File: config.mk
export PLATFORM = sky130hd
export DESIGN_NAME = des_decrypt_core
export DESIGN_NICKNAME = d
export VERILOG_FILES = /design/src/rtl/des_pkg.sv /design/src/rtl/des_f_function.sv /design/src/rtl/des_decrypt_core.sv
export SDC_FILE = /design/constraint.sdc
export NUM_CORES = 1
export LEC_CHECK = 0
export ABC_CLOCK_PERIOD_IN_PS = 5300
export BUFFER_PORTS_ARGS = -buffer_cell sky130_fd_sc_hd__buf_2
export CORE_UTILIZATION = 65
export CTS_BUF_LIST = sky130_fd_sc_hd__clkbuf_8
export CTS_CLUSTER_SIZE = 30
export DETAILED_ROUTE_END_ITERATION = 7
export PLACE_DENSITY = 0.91
export SKIP_LAST_GASP = 1
export SYNTH_ARGS = -nofsm -noshare
export SYNTH_HDL_FRONTEND = slang
export SYNTH_SLANG_ARGS = --single-unit
File: constraint.sdc
create_clock -name clk -period 5.3 [get_ports clk]
set_input_delay 0.795 -clock clk [delete_from_list [all_inputs] [get_ports clk]]
set_output_delay 0.795 -clock clk [all_outputs]
set_load 0.02 [all_outputs]
File: src/rtl/des_pkg.sv
// des_pkg: shared tables, types and permutation helpers for the DES decryption core.
// Bit numbering convention: DES bit 1 is the MSB of every vector.
// Each permutation helper builds its output MSB-first: output bit n takes
// input bit TBL[n] (both counted from the MSB, 1-based, as in the DES tables).
package des_pkg;

  localparam int unsigned ROUNDS = 16;

  typedef enum logic [1:0] {
    IDLE,
    ROUND,
    DONE
  } state_t;

  localparam int unsigned IP_TBL [64] = '{
    58, 50, 42, 34, 26, 18, 10,  2,  60, 52, 44, 36, 28, 20, 12,  4,
    62, 54, 46, 38, 30, 22, 14,  6,  64, 56, 48, 40, 32, 24, 16,  8,
    57, 49, 41, 33, 25, 17,  9,  1,  59, 51, 43, 35, 27, 19, 11,  3,
    61, 53, 45, 37, 29, 21, 13,  5,  63, 55, 47, 39, 31, 23, 15,  7
  };

  localparam int unsigned FP_TBL [64] = '{
    40,  8, 48, 16, 56, 24, 64, 32,  39,  7, 47, 15, 55, 23, 63, 31,
    38,  6, 46, 14, 54, 22, 62, 30,  37,  5, 45, 13, 53, 21, 61, 29,
    36,  4, 44, 12, 52, 20, 60, 28,  35,  3, 43, 11, 51, 19, 59, 27,
    34,  2, 42, 10, 50, 18, 58, 26,  33,  1, 41,  9, 49, 17, 57, 25
  };

  localparam int unsigned E_TBL [48] = '{
    32,  1,  2,  3,  4,  5,   4,  5,  6,  7,  8,  9,
     8,  9, 10, 11, 12, 13,  12, 13, 14, 15, 16, 17,
    16, 17, 18, 19, 20, 21,  20, 21, 22, 23, 24, 25,
    24, 25, 26, 27, 28, 29,  28, 29, 30, 31, 32,  1
  };

  localparam int unsigned P_TBL [32] = '{
    16,  7, 20, 21, 29, 12, 28, 17,   1, 15, 23, 26,  5, 18, 31, 10,
     2,  8, 24, 14, 32, 27,  3,  9,  19, 13, 30,  6, 22, 11,  4, 25
  };

  localparam int unsigned PC1_TBL [56] = '{
    57, 49, 41, 33, 25, 17,  9,   1, 58, 50, 42, 34, 26, 18,
    10,  2, 59, 51, 43, 35, 27,  19, 11,  3, 60, 52, 44, 36,
    63, 55, 47, 39, 31, 23, 15,   7, 62, 54, 46, 38, 30, 22,
    14,  6, 61, 53, 45, 37, 29,  21, 13,  5, 28, 20, 12,  4
  };

  localparam int unsigned PC2_TBL [48] = '{
    14, 17, 11, 24,  1,  5,   3, 28, 15,  6, 21, 10,
    23, 19, 12,  4, 26,  8,  16,  7, 27, 20, 13,  2,
    41, 52, 31, 37, 47, 55,  30, 40, 51, 45, 33, 48,
    44, 49, 39, 56, 34, 53,  46, 42, 50, 36, 29, 32
  };

  // Left-shift schedule of the encryption key schedule; decryption walks it backwards.
  localparam int unsigned SHIFT_TBL [16] = '{
    1, 1, 2, 2, 2, 2, 2, 2, 1, 2, 2, 2, 2, 2, 2, 1
  };

  // Row-major per box: entry index = row*16 + column.
  localparam int unsigned SBOX [8][64] = '{
    '{14,  4, 13,  1,  2, 15, 11,  8,  3, 10,  6, 12,  5,  9,  0,  7,
       0, 15,  7,  4, 14,  2, 13,  1, 10,  6, 12, 11,  9,  5,  3,  8,
       4,  1, 14,  8, 13,  6,  2, 11, 15, 12,  9,  7,  3, 10,  5,  0,
      15, 12,  8,  2,  4,  9,  1,  7,  5, 11,  3, 14, 10,  0,  6, 13},
    '{15,  1,  8, 14,  6, 11,  3,  4,  9,  7,  2, 13, 12,  0,  5, 10,
       3, 13,  4,  7, 15,  2,  8, 14, 12,  0,  1, 10,  6,  9, 11,  5,
       0, 14,  7, 11, 10,  4, 13,  1,  5,  8, 12,  6,  9,  3,  2, 15,
      13,  8, 10,  1,  3, 15,  4,  2, 11,  6,  7, 12,  0,  5, 14,  9},
    '{10,  0,  9, 14,  6,  3, 15,  5,  1, 13, 12,  7, 11,  4,  2,  8,
      13,  7,  0,  9,  3,  4,  6, 10,  2,  8,  5, 14, 12, 11, 15,  1,
      13,  6,  4,  9,  8, 15,  3,  0, 11,  1,  2, 12,  5, 10, 14,  7,
       1, 10, 13,  0,  6,  9,  8,  7,  4, 15, 14,  3, 11,  5,  2, 12},
    '{ 7, 13, 14,  3,  0,  6,  9, 10,  1,  2,  8,  5, 11, 12,  4, 15,
      13,  8, 11,  5,  6, 15,  0,  3,  4,  7,  2, 12,  1, 10, 14,  9,
      10,  6,  9,  0, 12, 11,  7, 13, 15,  1,  3, 14,  5,  2,  8,  4,
       3, 15,  0,  6, 10,  1, 13,  8,  9,  4,  5, 11, 12,  7,  2, 14},
    '{ 2, 12,  4,  1,  7, 10, 11,  6,  8,  5,  3, 15, 13,  0, 14,  9,
      14, 11,  2, 12,  4,  7, 13,  1,  5,  0, 15, 10,  3,  9,  8,  6,
       4,  2,  1, 11, 10, 13,  7,  8, 15,  9, 12,  5,  6,  3,  0, 14,
      11,  8, 12,  7,  1, 14,  2, 13,  6, 15,  0,  9, 10,  4,  5,  3},
    '{12,  1, 10, 15,  9,  2,  6,  8,  0, 13,  3,  4, 14,  7,  5, 11,
      10, 15,  4,  2,  7, 12,  9,  5,  6,  1, 13, 14,  0, 11,  3,  8,
       9, 14, 15,  5,  2,  8, 12,  3,  7,  0,  4, 10,  1, 13, 11,  6,
       4,  3,  2, 12,  9,  5, 15, 10, 11, 14,  1,  7,  6,  0,  8, 13},
    '{ 4, 11,  2, 14, 15,  0,  8, 13,  3, 12,  9,  7,  5, 10,  6,  1,
      13,  0, 11,  7,  4,  9,  1, 10, 14,  3,  5, 12,  2, 15,  8,  6,
       1,  4, 11, 13, 12,  3,  7, 14, 10, 15,  6,  8,  0,  5,  9,  2,
       6, 11, 13,  8,  1,  4, 10,  7,  9,  5,  0, 15, 14,  2,  3, 12},
    '{13,  2,  8,  4,  6, 15, 11,  1, 10,  9,  3, 14,  5,  0, 12,  7,
       1, 15, 13,  8, 10,  3,  7,  4, 12,  5,  6, 11,  0, 14,  9,  2,
       7, 11,  4,  1,  9, 12, 14,  2,  0,  6, 10, 13, 15,  3,  5,  8,
       2,  1, 14,  7,  4, 10,  8, 13, 15, 12,  9,  0,  3,  5,  6, 11}
  };

  function automatic logic [63:0] ip_perm(input logic [63:0] d);
    logic [63:0] o;
    logic [5:0]  idx;
    o = '0;
    for (int unsigned i = 0; i < 64; i++) begin
      idx = 6'(64 - IP_TBL[i[5:0]]);
      o   = {o[62:0], d[idx]};
    end
    return o;
  endfunction

  function automatic logic [63:0] fp_perm(input logic [63:0] d);
    logic [63:0] o;
    logic [5:0]  idx;
    o = '0;
    for (int unsigned i = 0; i < 64; i++) begin
      idx = 6'(64 - FP_TBL[i[5:0]]);
      o   = {o[62:0], d[idx]};
    end
    return o;
  endfunction

  function automatic logic [47:0] e_perm(input logic [31:0] d);
    logic [47:0] o;
    logic [4:0]  idx;
    o = '0;
    for (int unsigned i = 0; i < 48; i++) begin
      idx = 5'(32 - E_TBL[i[5:0]]);
      o   = {o[46:0], d[idx]};
    end
    return o;
  endfunction

  function automatic logic [31:0] p_perm(input logic [31:0] d);
    logic [31:0] o;
    logic [4:0]  idx;
    o = '0;
    for (int unsigned i = 0; i < 32; i++) begin
      idx = 5'(32 - P_TBL[i[4:0]]);
      o   = {o[30:0], d[idx]};
    end
    return o;
  endfunction

  function automatic logic [55:0] pc1_perm(input logic [63:0] d);
    logic [55:0] o;
    logic [5:0]  idx;
    o = '0;
    for (int unsigned i = 0; i < 56; i++) begin
      idx = 6'(64 - PC1_TBL[i[5:0]]);
      o   = {o[54:0], d[idx]};
    end
    return o;
  endfunction

  function automatic logic [47:0] pc2_perm(input logic [55:0] d);
    logic [47:0] o;
    logic [5:0]  idx;
    o = '0;
    for (int unsigned i = 0; i < 48; i++) begin
      idx = 6'(56 - PC2_TBL[i[5:0]]);
      o   = {o[46:0], d[idx]};
    end
    return o;
  endfunction

endpackage

File: src/rtl/des_f_function.sv
// des_f_function: combinational DES round function f(R,K) = P(S1..S8(E(R) ^ K)).
// Ports:
//   r  in  32  right half R (bit 31 = DES bit 1)
//   k  in  48  round subkey
//   f  out 32  round function result
module des_f_function
  import des_pkg::*;
(
  input  logic [31:0] r,
  input  logic [47:0] k,
  output logic [31:0] f
);

  logic [47:0] x;
  logic [31:0] s;
  logic [5:0]  grp;
  logic [5:0]  sidx;

  assign x = e_perm(r) ^ k;

  always_comb begin
    s    = '0;
    grp  = '0;
    sidx = '0;
    for (int unsigned b = 0; b < 8; b++) begin
      grp  = 6'(x >> (42 - 6 * b));
      // Row from the outer bits, column from the inner four.
      sidx = {grp[5], grp[0], grp[4:1]};
      s    = {s[27:0], 4'(SBOX[b[2:0]][sidx])};
    end
  end

  assign f = p_perm(s);

endmodule

File: src/rtl/des_decrypt_core.sv
// des_decrypt_core: iterative DES decryption with on-the-fly reverse key schedule.
// UNROLL Feistel steps per clock (1, 2 or 4); ciphertext accepted in IDLE,
// plaintext presented in DONE until taken.
// Ports:
//   clk        in   1   system clock, rising edge
//   rst        in   1   synchronous active-high reset
//   in_valid   in   1   ciphertext/key presented
//   in_ready   out  1   high in IDLE only
//   data_in    in   64  ciphertext, bit 63 = DES bit 1
//   key_in     in   64  DES key incl. parity bits (parity ignored)
//   out_valid  out  1   plaintext available (DONE)
//   out_ready  in   1   downstream accepts plaintext
//   data_out   out  64  plaintext, bit 63 = DES bit 1
//   busy       out  1   high in ROUND or DONE
module des_decrypt_core
  import des_pkg::*;
#(
  parameter int unsigned UNROLL = 1
) (
  input  logic        clk,
  input  logic        rst,
  input  logic        in_valid,
  output logic        in_ready,
  input  logic [63:0] data_in,
  input  logic [63:0] key_in,
  output logic        out_valid,
  input  logic        out_ready,
  output logic [63:0] data_out,
  output logic        busy
);

  if (!(UNROLL == 1 || UNROLL == 2 || UNROLL == 4)) begin : g_bad_unroll
    $error("des_decrypt_core: UNROLL must be 1, 2 or 4");
  end

  state_t      state_q, state_d;
  logic [4:0]  cnt_q, cnt_d;
  logic [31:0] l_q, l_d, r_q, r_d;
  logic [27:0] c_q, c_d, d_q, d_d;
  logic [63:0] dout_q, dout_d;

  // Feistel chain: each step block links to its predecessor by name rather than
  // through a shared array, so the chain never reads a vector it also drives.
  for (genvar s = 0; s < UNROLL; s++) begin : g_step
    logic [31:0] l_in, r_in, l_out, r_out, f_out;
    logic [27:0] c_in, d_in, c_out, d_out;
    logic [47:0] subkey;
    logic        rot2;

    if (s == 0) begin : g_head
      assign l_in = l_q;
      assign r_in = r_q;
      assign c_in = c_q;
      assign d_in = d_q;
    end else begin : g_link
      assign l_in = g_step[s-1].l_out;
      assign r_in = g_step[s-1].r_out;
      assign c_in = g_step[s-1].c_out;
      assign d_in = g_step[s-1].d_out;
    end

    assign subkey = pc2_perm({c_in, d_in});

    des_f_function u_f (
      .r (r_in),
      .k (subkey),
      .f (f_out)
    );

    assign l_out = r_in;
    assign r_out = l_in ^ f_out;

    // Step j = cnt+s+1 undoes the encryption shift of round 17-j (table index 16-j).
    assign rot2  = (SHIFT_TBL[4'(5'd15 - cnt_q - 5'(s))] == 2);
    assign c_out = rot2 ? {c_in[1:0], c_in[27:2]} : {c_in[0], c_in[27:1]};
    assign d_out = rot2 ? {d_in[1:0], d_in[27:2]} : {d_in[0], d_in[27:1]};
  end

  always_comb begin
    state_d = state_q;
    cnt_d   = cnt_q;
    l_d     = l_q;
    r_d     = r_q;
    c_d     = c_q;
    d_d     = d_q;
    dout_d  = dout_q;
    case (state_q)
      IDLE: begin
        if (in_valid) begin
          {l_d, r_d} = ip_perm(data_in);
          {c_d, d_d} = pc1_perm(key_in);
          cnt_d      = '0;
          state_d    = ROUND;
        end
      end
      ROUND: begin
        l_d   = g_step[UNROLL-1].l_out;
        r_d   = g_step[UNROLL-1].r_out;
        c_d   = g_step[UNROLL-1].c_out;
        d_d   = g_step[UNROLL-1].d_out;
        cnt_d = cnt_q + 5'(UNROLL);
        if (cnt_q == 5'(ROUNDS - UNROLL)) begin
          dout_d  = fp_perm({g_step[UNROLL-1].r_out, g_step[UNROLL-1].l_out});
          state_d = DONE;
        end
      end
      DONE: begin
        if (out_ready) state_d = IDLE;
      end
      default: state_d = IDLE;
    endcase
  end

  always_ff @(posedge clk) begin
    if (rst) begin
      state_q <= IDLE;
      cnt_q   <= '0;
      l_q     <= '0;
      r_q     <= '0;
      c_q     <= '0;
      d_q     <= '0;
      dout_q  <= '0;
    end else begin
      state_q <= state_d;
      cnt_q   <= cnt_d;
      l_q     <= l_d;
      r_q     <= r_d;
      c_q     <= c_d;
      d_q     <= d_d;
      dout_q  <= dout_d;
    end
  end

  assign in_ready  = (state_q == IDLE);
  assign out_valid = (state_q == DONE);
  assign busy      = (state_q != IDLE);
  assign data_out  = dout_q;

endmodule

## Word-level counts from Yosys, hierarchy flattened

Memories as Yosys holds them, arrays and structs flattened.
Cells that the tools add are included.

- Register bits: 191
- ROM bits: 16896
- Memories kept: 9

- $add $sub $neg: 2
- $lt $le $gt $ge: 9
- Equal/unequal tests: 7
- Muxes and demuxes: 34
- Bitwise gates (word level): 11
- Reductions and logical operators: 6

Memories:

| name | words | bits a word | rd ports | clocked after Yosys merged registers in | write ports | line | text |
|---|---|---|---|---|---|---|---|
| (name not given) | 64 | 32 | 1 | 0 | 0 | des_f_function.sv:29 | `s = {s[27:0], 4'(SBOX[b[2:0]][sidx])};` |
| (name not given) | 64 | 32 | 1 | 0 | 0 | des_f_function.sv:29 |  |
| (name not given) | 64 | 32 | 1 | 0 | 0 | des_f_function.sv:29 |  |
| (name not given) | 64 | 32 | 1 | 0 | 0 | des_f_function.sv:29 |  |
| (name not given) | 64 | 32 | 1 | 0 | 0 | des_f_function.sv:29 |  |
| (name not given) | 64 | 32 | 1 | 0 | 0 | des_f_function.sv:29 |  |
| 3 more memories | -- | -- | -- | -- | -- | -- |  |

Operator list:

| cell | number |
|---|---|
| two-way mux 32 bit | 4 |
| one-hot mux 32 bit (2 select lines) | 2 |
| two-way mux 28 bit | 4 |
| one-hot mux 28 bit (2 select lines) | 2 |
| two-way mux 4 bit | 16 |
| >= comparator 7 bit (second input constant) | 8 |
| NOT 6 -> 7 bit | 8 |
| XOR 48 bit | 1 |
| equality test 32 x 2 -> 1 bit (second input constant) | 1 |
| XOR 32 bit | 1 |
| one-hot mux 5 bit (2 select lines) | 1 |
| two-way mux 2 bit | 3 |
| one-hot mux 2 bit (3 select lines) | 1 |
| adder 5 x 1 -> 5 bit (second input constant) | 1 |
| equality test 5 x 4 -> 1 bit (second input constant) | 1 |
| >= comparator 5 bit (second input constant) | 1 |
| two-way mux 5 bit | 1 |
| NOT 4 -> 5 bit | 1 |
| != test 2 bit (second input constant) | 2 |
| AND reduction 2 bit | 2 |
| nonzero test 2 bit | 2 |
| subtractor 4 bit (first input constant) | 1 |
| AND reduction 3 bit | 1 |
| equality test 2 x 1 -> 1 bit (second input constant) | 1 |
| other kinds (3) | 3 |

## Longest topological paths before layout

- Depth after elaboration: 8
- Mapped depth: 11
- Gate-level depth less buffers: 9

## Modules after synthesis

A second synthesis with hierarchy kept.

- Cells, all modules: 1713
- Area, all modules: 13601.8 µm²

By module, submodules not included:

| module | instances | cells an instance | area each (µm²) | sequential area each (µm²) |
|---|---|---|---|---|
| des_decrypt_core | 1 | 1003 | 8475.6 | 3823.7 |
| des_f_function | 1 | 710 | 5126.2 | 0.0 |

## Least setup slack after synthesis

OpenSTA, ideal clock, no wires.

- Path kind: register to register
- Start: reg r_q[16], in the netlist g_step[0].l_out[16]
- End: reg r_q[12], in the netlist g_step[0].l_out[12]
- Data arrival time: 2.883 ns
- Data required time: 5.226 ns
- Path slack: 2.343 ns
- Stages on the path, launching flop included: 10
- Cell sequence: dfxtp_1 buf_2 xor2_1 ha_1 buf_1 mux2_2 mux4_2 and2_1 or4_1 a31oi_1

- Cells in the longest elaborated chain, start to end: 7

RTL lines:

| item | line | text |
|---|---|---|
| from (decl) | des_decrypt_core.sv:38 | `logic [31:0] l_q, l_d, r_q, r_d;` |
| from (signal assigned) | des_decrypt_core.sv:127 | `r_q <= r_d;` |
| XOR 48 bit | des_f_function.sv:19 | `assign x = e_perm(r) ^ k;` |
| NOT 6 -> 7 bit (implied by the code) | des_f_function.sv:29 |  |
| memory read (64 x 32 bit) | -- |  |
| two-way mux 4 bit (implied by the code) (2 in series) | des_f_function.sv:29 |  |
| XOR 32 bit | des_decrypt_core.sv:71 | `assign r_out = l_in ^ f_out;` |
| one-hot mux 32 bit (2 select lines) | des_decrypt_core.sv:87 | `case (state_q)` |

Every way passes these cells. The select of a mux whose other input is x is not followed.
A chain may end at the register's enable or synchronous reset.

## Worst setup path after layout

- Start: reg r_q[4], in the netlist g_step[0].l_out[4]
- End: reg dout_q[56], in the netlist data_out[56]

- Cells in the longest elaborated chain, start to end: 6

RTL lines:

| item | line | text |
|---|---|---|
| XOR 48 bit | des_f_function.sv:19 |  |
| NOT 6 -> 7 bit (implied by the code) | des_f_function.sv:29 |  |
| memory read (64 x 32 bit) | -- |  |
| two-way mux 4 bit (implied by the code) (2 in series) | des_f_function.sv:29 |  |
| XOR 32 bit | des_decrypt_core.sv:71 |  |
| to (signal assigned) | des_decrypt_core.sv:130 | `dout_q <= dout_d;` |
| to (decl) | des_decrypt_core.sv:40 | `logic [63:0] dout_q, dout_d;` |

Every way passes these cells. The select of a mux whose other input is x is not followed.

==> impl_metrics.py <==
metrics = {
    "timing": {
        "timing_hold_violations_final": 0,
        "slew_violations": 0,
        "finalWorstSetupSlack_ns": 1.69,
        "final_critical_path_share_of_the_clock_period_pct": 68.2,
        "fmax_mhz": 277,
        "max_slew.worst_pin.slew_ns": 1.17,
        "slew-limit-headroom_pct": 21.7,
        "final.setup.tns_ns": 0,
        "post-route-min-period_ns": 3.61,
        "setup_viol": 0,
        "finClkSkew_ns": 0.0260,
        "grt_setup_unrepaired": "no",
    },
    "yosys": {
        "synth_largest_area_cell": "dfxtp_1",
        "synth_area_leaders": "dfxtp_1, mux2i_1, ha_1",
        "synthDominantCellAreaShare_pct": 25.2,
        "synth-seq-cells": 191,
        "yosysWarningCount": 0,
        "post_synthesis_cell_area_sq_um": 15200,
        "post_synth_edffs": 0,
        "dominant_register_cell_in_the_synthesized_netlist": "dfxtp_1",
        "ys_top_cells_by_count": "nor2_1, dfxtp_1, a21oi_1, nand2_1, mux2i_1",
        "syn_avg_cell_area_sq_um": 7.94,
        "synth_fp_nets": 2111,
        "ys_types": 75,
        "post_synth_inst_count": 1913,
        "ys_async_sr_fraction_pct": 0,
        "yosys.cell_count.top_type": "nor2_1",
        "synth.yosys.seq_area_share_pct": 25.2,
    },
    "placement": {
        "placed_cell_area_sq_um": 16200,
        "place.detailed.hpwl_um": 34400,
        "dp_worst_setup_slack_ns": 1.81,
        "placement.io_buffers": 190,
        "gp_routability_congestion": 0.959,
    },
    "finish": {
        "finish.instance_area_sq_um": 16600,
        "final_util_pct": 72.8,
        "area_delta_synth_final_pct": 9.12,
        "post_route_cells_drive_above_1_share_pct": 17.3,
        "finalNetCount": 2197,
        "layout.filler_cells": 1806,
    },
    "critical_path": {
        "critPathKind": "reg2reg",
        "crit_path_end_kind": "flip-flop",
        "crit_path_cell_trace": "xor2_1, ha_1, mux4_2, nor2_1, a211oi_1, or3_1, a32o_1",
        "start_kind": "flip-flop",
        "timing.critical_path.required_ns": 5.71,
        "timing.critical_path.slowest_cell_delay_ns": 0.88,
        "worst_ep_arrival_time_ns": 4.02,
        "critPathSlowestCell": "xor2_1",
        "timing.critical_path.max_delay_family": "XOR/XNOR gates",
        "crit_buf_inv": 0,
        "critical_path.max_fanout": 13,
    },
    "floorplanning": {
        "fp.dieArea_sq_um": 24000,
        "die_w_um": 155,
        "dieHeight_um": 155,
        "design.core.area_sq_um": 22800,
        "floorplan.initialDensity_pct": 66.7,
        "number_of_cell_rows": 55,
        "floorplan.io_pins": 199,
    },
    "cts": {
        "clock_buffers_created_by_tritoncts": 17,
        "numClockSinks": 191,
        "clock_latency_ns": 0.52,
        "postcts_setup_bufs": 0,
        "h-tree-depth": 4,
        "cts.repair.resized": 0,
        "path_clk_slew_ns": 0.10,
        "ctsHoldBuffers": 0,
        "cts_max_path_bufs": 2,
        "tritoncts": "done",
        "cts_root_buffer": "clkbuf_8",
    },
    "detailed_routing": {
        "detail_route.wirelength_um": 49100,
        "route.vias.total": 15779,
        "first_iter_violations": 1998,
        "drt-vias-per-instance": 6.78,
        "drt_pass1_iterations": 8,
        "antenna_left": 0,
        "drt_drc_violations_left": 0,
        "route.detailed.wl_per_inst_um": 21.1,
    },
    "global_routing": {
        "first_global_vias": 13873,
        "grt_first_pass_wirelength_um": 75500,
        "largest_net_degree_at_the_start_of_global_routing": 91,
        "antenna_violations_before_repair": 0,
        "grt_usage_pct": 39.9,
        "grt.overflow.total": 0,
    },
    "power_and_ir_drop": {
        "ir_drop_mv": 0.198,
        "power_leakage_nw": 7.15,
        "cellPowerDensity_nw_per_um2": 376,
    },
    "job": {
        "timing.max_cap.violations": 0,
    },
    "hold_path": {
        "worst_hold_path_type": "reg2reg",
    },
    "status": {
        "outcome": "completed",
    },
}
metal layers:
layer | global-route usage [%] | vias to the layer above | part of all wire [%]
met5 | 0 | - | 0
met4 | 16.3 | 0 | 4.0
met3 | 8.72 | 161 | 11
met2 | 60.9 | 954 | 44
met1 | 54.6 | 7416 | 41
li1 | - | 7248 | -
sequential cells by signal (all words and copies together) (netlist names):
signal        count
g_step.l_out     32
g_step.l_in      32
cnt_q             5
c_q              28
data_out         64
state_q           2
d_q              28
logic make-up (layout without fill, tap and decap cells):
group	after synthesis	after routing	synth area share [%]
XOR/XNOR	108	108	6.89
flip-flops	191	191	25.2
other	0	1	0
AND/OR/NAND/NOR	640	640	19.6
multiplexers	159	159	12.5
buffers and inverters	218	317	5.79
AO/OA/AOI/OAI	530	530	24.5
adder cells (fa/ha/maj)	67	67	5.50
through the flow:
stage | hold slack [ns] | instances | total power (W)
2_1_floorplan | 0.454 | 1913 | 0.00434
3_3_place_gp | 0.442 | 2293 | 0.00503
3_5_place_dp | 0.447 | 2293 | 0.00513
4_1_cts | 0.462 | 2325 | 0.00612
5_1_grt | 0.482 | 2325 | 0.00657
6_report | 0.460 | 2326 | 0.00623
worst register-to-register path, delay by kind of cell (launching register included):
kind | cells | cell delay, ns
simple gates | 2 | 0.56
xor+xnor | 1 | 0.89
flops | 1 | 0.66
compound gates | 2 | 0.33
fa+ha+maj | 1 | 0.54
mux | 1 | 0.54
path summary, 6_finish.rpt:
check                           cells after the start  slack (ns)                         to                       startpoint
worst max-delay path                                7        1.69  data_out[56]$_SDFFE_PP0P_  g_step[0].l_out[4]$_SDFFE_PP0P_
worst min-delay path                                2        0.46  data_out[33]$_SDFFE_PP0P_        data_out[33]$_SDFFE_PP0P_
worst max register to register                      7        1.69  data_out[56]$_SDFFE_PP0P_  g_step[0].l_out[4]$_SDFFE_PP0P_
worst min register to register                      2        0.46  data_out[33]$_SDFFE_PP0P_        data_out[33]$_SDFFE_PP0P_
cell usage in the layout (no fill, tap or decap), types with 14 or more instances in the layout:
master,instances
buf_2,189
o211ai_1,24
mux2i_1,127
o21ai_0,48
nand4_1,15
nand3_1,72
a31oi_1,17
clkbuf_8,18
xor2_1,42
nor2b_1,37
ha_1,66
a21oi_1,163
nor4_1,16
a211oi_1,71
o221a_2,34
o22ai_1,18
a22oi_1,22
xnor2_1,54
nor3_1,54
mux4_2,22
buf_4,37
and3_1,14
dfxtp_1,190
inv_1,57
or4_1,15
o2111ai_1,18
nand2_1,153
nor2_1,207
or3_1,27
report_power, final:
group | total [W] | switching [W] | internal (W)
registers | 0.00183 | 0.000274 | 0.00155
clock network | 0.00101 | 0.000606 | 0.000400
logic | 0.00339 | 0.00203 | 0.00137
total | 0.00623 | 0.00291 | 0.00332
area by class of cell:
type	instances	area [sq um]	area share, %
multi-input combinational	1504	10500	63.5
sequential	191	3820	23.1
timing repair buffer	226	1220	7.38
tap	313	392	2.36
clock buffer	18	248	1.49
inverter	59	221	1.34
clock inverter	14	146	0.883
antenna	1	2.50	0.0151
Power figures use the tool's default switching activity.
